`src/rtl/multi_debouncer.sv`:
```
// -----------------------------------------------------------------------------
// multi_debouncer
//
// Multi-channel input debouncer. Each raw asynchronous input goes through a
// two-flop synchroniser. A new level is accepted only after the synchronised
// value has differed from the accepted level for STABLE_COUNT consecutive
// time-base ticks. Each channel reports its accepted level, one-cycle rise and
// fall pulses, and an optional auto-repeat pulse while the level is held high.
//
// Ports:
//   clk          system clock; all state changes on the rising edge
//   reset_       asynchronous active-low reset; clears all state
//   tick_i       time-base enable for the stability and repeat counters
//   raw_i        raw asynchronous inputs, one bit per channel
//   debounced_o  accepted steady level per channel
//   rise_o       one-cycle pulse in the first cycle of a new high level
//   fall_o       one-cycle pulse in the first cycle of a new low level
//   repeat_o     one-cycle auto-repeat pulse while debounced_o is high
//   any_change_o high in the same cycle as any rise_o or fall_o bit
// -----------------------------------------------------------------------------
module multi_debouncer #(
  parameter int CHANNELS      = 4,
  parameter int CNT_WIDTH     = 8,
  parameter int STABLE_COUNT  = 255,
  parameter int REPEAT_EN     = 0,
  parameter int RPT_WIDTH     = 12,
  parameter int REPEAT_DELAY  = 2000,
  parameter int REPEAT_PERIOD = 500
) (
  input  logic                clk,
  input  logic                reset_,
  input  logic                tick_i,
  input  logic [CHANNELS-1:0] raw_i,
  output logic [CHANNELS-1:0] debounced_o,
  output logic [CHANNELS-1:0] rise_o,
  output logic [CHANNELS-1:0] fall_o,
  output logic [CHANNELS-1:0] repeat_o,
  output logic                any_change_o
);

  // Terminal values: counters compare against N-1 so that acceptance (or a
  // repeat pulse) happens on the N-th qualifying tick and the counter never
  // needs to hold N itself.
  localparam logic [CNT_WIDTH-1:0] STABLE_LAST = CNT_WIDTH'(STABLE_COUNT - 1);
  localparam logic [RPT_WIDTH-1:0] DELAY_LAST  = RPT_WIDTH'(REPEAT_DELAY - 1);
  localparam logic [RPT_WIDTH-1:0] PERIOD_LAST = RPT_WIDTH'(REPEAT_PERIOD - 1);
  localparam bit                   RPT_ON      = (REPEAT_EN != 0);

  logic [CHANNELS-1:0]  s1_q, s2_q;
  logic [CHANNELS-1:0]  deb_q, deb_d;
  logic [CHANNELS-1:0]  rise_q, rise_d;
  logic [CHANNELS-1:0]  fall_q, fall_d;
  logic [CHANNELS-1:0]  rpt_q, rpt_d;
  logic                 any_q, any_d;
  logic [CNT_WIDTH-1:0] cnt_q [CHANNELS];
  logic [CNT_WIDTH-1:0] cnt_d [CHANNELS];
  logic [RPT_WIDTH-1:0] tmr_q [CHANNELS];
  logic [RPT_WIDTH-1:0] tmr_d [CHANNELS];
  // Per channel: 0 = waiting for the initial delay, 1 = in the periodic phase.
  logic [CHANNELS-1:0]  period_q, period_d;

  always_comb begin
    // NOTE: every combinational output gets a default before any branch, so
    // no path leaves a signal unassigned and no latch is inferred.
    deb_d    = deb_q;
    rise_d   = '0;
    fall_d   = '0;
    rpt_d    = '0;
    cnt_d    = cnt_q;
    tmr_d    = tmr_q;
    period_d = period_q;

    for (int i = 0; i < CHANNELS; i++) begin
      // Stability counter: any return to the accepted level clears progress,
      // even on cycles without a tick.
      if (s2_q[i] == deb_q[i]) begin
        cnt_d[i] = '0;
      end else if (tick_i) begin
        if (cnt_q[i] == STABLE_LAST) begin
          cnt_d[i]  = '0;
          deb_d[i]  = s2_q[i];
          rise_d[i] = s2_q[i];
          fall_d[i] = ~s2_q[i];
        end else begin
          cnt_d[i] = cnt_q[i] + CNT_WIDTH'(1);
        end
      end

      // Repeat timer: an accepted edge in either direction restarts the
      // delay phase and suppresses any pulse on that edge, so a repeat can
      // never coincide with rise or fall.
      if (rise_d[i] || fall_d[i]) begin
        tmr_d[i]    = '0;
        period_d[i] = 1'b0;
      end else if (deb_q[i] && tick_i) begin
        if (tmr_q[i] == (period_q[i] ? PERIOD_LAST : DELAY_LAST)) begin
          tmr_d[i]    = '0;
          period_d[i] = 1'b1;
          rpt_d[i]    = RPT_ON;
        end else begin
          tmr_d[i] = tmr_q[i] + RPT_WIDTH'(1);
        end
      end
    end

    any_d = |{rise_d, fall_d};
  end

  // NOTE: the per-channel counter arrays are individual flops, not RAM, so
  // they are cleared by reset along with everything else; a reset mid-count
  // must discard progress.
  always_ff @(posedge clk or negedge reset_) begin
    if (!reset_) begin
      s1_q     <= '0;
      s2_q     <= '0;
      deb_q    <= '0;
      rise_q   <= '0;
      fall_q   <= '0;
      rpt_q    <= '0;
      any_q    <= 1'b0;
      cnt_q    <= '{default: '0};
      tmr_q    <= '{default: '0};
      period_q <= '0;
    end else begin
      // NOTE: non-blocking assignments make every register here sample the
      // pre-edge values, which is what turns s1_q -> s2_q into two stages.
      s1_q     <= raw_i;
      s2_q     <= s1_q;
      deb_q    <= deb_d;
      rise_q   <= rise_d;
      fall_q   <= fall_d;
      rpt_q    <= rpt_d;
      any_q    <= any_d;
      cnt_q    <= cnt_d;
      tmr_q    <= tmr_d;
      period_q <= period_d;
    end
  end

  assign debounced_o  = deb_q;
  assign rise_o       = rise_q;
  assign fall_o       = fall_q;
  assign repeat_o     = rpt_q;
  assign any_change_o = any_q;

endmodule

```
`config.mk`:
```
export PLATFORM = sky130hd
export DESIGN_NAME = multi_debouncer
export DESIGN_NICKNAME = d
export VERILOG_FILES = /design/src/rtl/multi_debouncer.sv
export SDC_FILE = /design/constraint.sdc
export NUM_CORES = 1
export LEC_CHECK = 0
export CAP_MARGIN = 10
export CORE_UTILIZATION = 61
export DETAILED_ROUTE_END_ITERATION = 16
export HOLD_SLACK_MARGIN = 0.03
export PLACE_DENSITY = 0.89
export SYNTH_ARGS = -nofsm -noshare
export SYNTH_HDL_FRONTEND = slang
export SYNTH_SLANG_ARGS = --single-unit
```
`constraint.sdc`:
```
create_clock -name clk -period 4.9 [get_ports clk]
set_input_delay 1.47 -clock clk [delete_from_list [all_inputs] [get_ports clk]]
set_output_delay 1.47 -clock clk [all_outputs]
set_load 0.03 [all_outputs]
```
==> results.md <==
- Number of distinct library cell variants in the gate-level netlist after synthesis: 36
- Startpoint type of the worst setup path: primary input
- Proportion of synthesized chip area in sequential cells: 0.536
- Endpoint type of the worst setup path: register
- Remaining antenna violation count after routing: 0
- Vias in the first global route: 1776
- Count of buffers inserted at the top-level ports: 19
- Number of enable-type register cells in the synthesized netlist: 0
- Die boundary height: 65.7 um
- Crit Reg-Reg Endpoint: cnt_q[21]$_DFFE_PN0P_
- Antenna violations before repair: 0
- Maximum net fanout on the critical path: 13
- Post-route fraction of the period consumed by the critical path: 0.610
- Clock sinks: 53
- Worst slack, placed: 1630 ps
- Area fraction of the dominant cell type after synthesis: 0.536
- Pins over their slew limit: 0
- Arrival time of data at the critical path endpoint: 3220 ps
- Result of the run: finished clean
- Placeable core area: 3770 um^2
- Post-CTS Resized: 0
- # IOs: 24
- Routed vias: 1873
- Placed Cells incl. Taps: 310
- Top cells by instance count after synthesis: sky130_fd_sc_hd__dfrtp_1 (53), sky130_fd_sc_hd__nand2_1 (27), sky130_fd_sc_hd__nand3_1 (18)
- Post-CTS setup repair buffer count: 0
- Routed via count divided by cell count: 5.91
- Cells on worst reg2reg path: 6
- Max-capacitance violation count: 0
- Non-Filler Cell Area, Final: 2780 um^2
- CTS tree: yes
- 1st-pass router iterations: 4
- Cell with the largest stage delay on the worst path: sky130_fd_sc_hd__clkdlybuf4s50_1
- Terminating pin of the worst hold path: s2_q[0]$_DFF_PN0_
- Global router's overall resource usage: 0.247
- Cells after Synth: 246
- Synth Area per Inst: 10.1 um^2
- Leakage Power: 1.31 nW
- Max VDD drop: 0.191 mV
- Pin count of the biggest net entering global routing: 36
- Sequential cell area: 1330 um^2
- Cell taking the most area after synthesis: sky130_fd_sc_hd__dfrtp_1
- Power density of the placed cells: 281 nW/um^2
- Remaining global-route overflow: 0
- Clock tree root driver cell: sky130_fd_sc_hd__clkbuf_8
- Number of cells on the worst hold path: 0
- Final hold violation count: 0
- Initial DRC count: 168
- Setup Crit Path Kind: in2reg
- FF-to-FF Start: cnt_q[16]$_DFFE_PN0P_
- Count of inserted antenna diode cells: 0
- Fmax: 335 MHz
- Area Overhead vs Synth: 12.4%
- Critical Path Max Stage Delay: 760 ps
- Number of nets in the layout: 284
- Die width: 65.7 um
- RSZ-0062 raised after global routing: false
- Total Routed Length: 4.64 mm
- Reg2Reg Setup Slack: 2970 ps
- Final Non-Filler Cells: 317
- Number of clock buffers inserted by TritonCTS: 5
- Num rows: 22
- Fillers: 265
- Delay-heaviest family, CP: buffers and inverters
- Post-synthesis async set-or-reset flop share: 1.00
- Post-Route Setup TNS: 0 ps
- Drt wl/cell: 14.6 um
- Primary flip-flop cell chosen by synthesis mapping: sky130_fd_sc_hd__dfrtp_1
- Estimated wirelength of the detail-placed design: 3.35 mm
- Clock Path Buffers: 2
- Gpl congestion: 0.814
- Worst Min Path Start: s1_q[0]$_DFF_PN0_
- Maximum clock skew at final layout: 4.64 ps
- Starting density of the core: 0.656
- Number of synthesis warnings: 0
- First-pass GRT wire length: 7.94 mm
- Leading post-synthesis cells by cell area: sky130_fd_sc_hd__dfrtp_1 (54%), sky130_fd_sc_hd__nand2_1 (4.1%), sky130_fd_sc_hd__ha_1 (4.0%)
- DRC violation count after routing: 0
- Fin crit period: 2990 ps
- Worst-path clk slew: 90 ps
- Most instantiated library cell after synthesis: sky130_fd_sc_hd__dfrtp_1
- Placed cell areas: 2700 um^2
- Cts hold-fix bufs: 0
- Measured slew at the worst slew-check pin: 736 ps
- Layout cells sized above 1: 0.0669
- Data required time of the critical path: 5130 ps
- Number of setup violations in the final report: 0
- Number of H-tree levels: 2
- Bufs and invs on worst path: 1
- Syn Std Cell Area: 2470 um^2
- Register bit total from synthesis: 53
- Slew headroom: 0.507
- Die outline area: 4320 um^2
- Clock latency on the worst-skew pair: 300 ps
- Multi-input gate area: 1060 um^2
- Worst setup margin: 1910 ps
- Worst hold path type: reg2reg
- Critical path, cell by cell: clkdlybuf4s50_1 -> o211ai_1 -> or2_2 -> a31oi_1
worst max-delay path by stage:
stage | startpoint | to | depth (start not counted)
after global placement | tick_i | debounced_o[0]$_DFFE_PN0P_ | 4
after floorplan | tick_i | cnt_q[21]$_DFFE_PN0P_ | 5
after detailed placement | tick_i | cnt_q[23]$_DFFE_PN0P_ | 4
after CTS | tick_i | cnt_q[23]$_DFFE_PN0P_ | 4
final | tick_i | cnt_q[23]$_DFFE_PN0P_ | 4
after global routing | tick_i | cnt_q[23]$_DFFE_PN0P_ | 4
placed cells by master (no fill, tap or decap):
cell type / synthesis / layout
sky130_fd_sc_hd__a41oi_1: 1 / 1
sky130_fd_sc_hd__dfrtp_1: 53 / 53
sky130_fd_sc_hd__and4_1: 1 / 1
sky130_fd_sc_hd__mux2_4: 1 / 1
sky130_fd_sc_hd__nor3_1: 5 / 5
sky130_fd_sc_hd__a31oi_1: 14 / 14
sky130_fd_sc_hd__nand3_1: 18 / 18
sky130_fd_sc_hd__or3_4: 1 / 1
sky130_fd_sc_hd__and2_1: 5 / 5
sky130_fd_sc_hd__o211ai_1: 3 / 3
sky130_fd_sc_hd__xor2_1: 5 / 5
sky130_fd_sc_hd__a21oi_1: 8 / 8
sky130_fd_sc_hd__nor3b_1: 1 / 1
sky130_fd_sc_hd__nand4_1: 5 / 5
sky130_fd_sc_hd__a31o_2: 1 / 1
sky130_fd_sc_hd__or2_2: 4 / 4
sky130_fd_sc_hd__buf_4: 4 / 1
sky130_fd_sc_hd__clkbuf_8: 0 / 6
sky130_fd_sc_hd__inv_1: 15 / 15
sky130_fd_sc_hd__nor2_1: 15 / 15
sky130_fd_sc_hd__conb_1: 1 / 4
sky130_fd_sc_hd__a21o_1: 5 / 5
sky130_fd_sc_hd__and3_1: 3 / 3
sky130_fd_sc_hd__clkbuf_1: 2 / 1
sky130_fd_sc_hd__or3_1: 4 / 4
sky130_fd_sc_hd__o211a_1: 3 / 3
sky130_fd_sc_hd__a211o_1: 2 / 2
sky130_fd_sc_hd__a22o_1: 3 / 3
sky130_fd_sc_hd__nand2b_1: 5 / 5
sky130_fd_sc_hd__clkdlybuf4s50_1: 0 / 18
sky130_fd_sc_hd__ha_1: 8 / 8
sky130_fd_sc_hd__nor4_1: 1 / 1
sky130_fd_sc_hd__o31a_1: 1 / 1
sky130_fd_sc_hd__buf_2: 1 / 1
sky130_fd_sc_hd__mux2_2: 3 / 3
sky130_fd_sc_hd__nand2_1: 27 / 27
sky130_fd_sc_hd__xnor2_1: 3 / 3
sky130_fd_sc_hd__o21ai_0: 14 / 14
metal layers:
metal	vias up	wire, um	track usage
met1	908	2050	0.310
met4	0	80	0.0978
met5	-	0	0
met3	11	201	0.0556
li1	900	-	-
met2	54	2310	0.409
report_power, final:
part	switching (mW)	internal [mW]	leakage, nW	total (mW)
registers	0.0200	0.454	0.715	0.474
logic	0.0404	0.0212	0.552	0.0617
clock network	0.134	0.112	0.0443	0.246
total	0.194	0.587	1.31	0.781
through the flow:
| stage | utilization | total power, mW | hold slack, ps |
|---|---|---|---|
| after floorplan | - | 0.519 | 331 |
| after global routing | 0.738 | 0.817 | 370 |
| after detailed placement | 0.715 | 0.543 | 339 |
| after global placement | 0.715 | 0.539 | 332 |
| final | 0.738 | 0.781 | 358 |
| after CTS | 0.738 | 0.785 | 359 |
sequential cells by signal, indices dropped and copies added, names as in the netlist:
| name | cells |
|---|---|
| any_change_o | 1 |
| cnt_q | 32 |
| debounced_o | 4 |
| fall_o | 4 |
| rise_o | 4 |
| s1_q | 4 |
| s2_q | 4 |
final cells by class:
type | instances | area share
clock buffers | 7 | 0.0310
inverters | 15 | 0.0202
multi-input cells | 174 | 0.381
flip-flops and latches | 53 | 0.477
well taps | 48 | 0.0216
repair buffers | 20 | 0.0692
logic make-up (layout without fill, tap and decap cells):
kind of cell / Yosys count / after routing / synth area share
AND/OR/NAND/NOR: 95 / 95 / 0.190
AO/OA/AOI/OAI: 55 / 55 / 0.145
flip-flops: 53 / 53 / 0.536
buffers and inverters: 22 / 42 / 0.0399
adder cells (fa/ha/maj): 8 / 8 / 0.0404
XOR/XNOR: 8 / 8 / 0.0283
multiplexers: 4 / 4 / 0.0197
other: 1 / 4 / 0.00152
No activity file was read; power rests on OpenSTA's default activity.
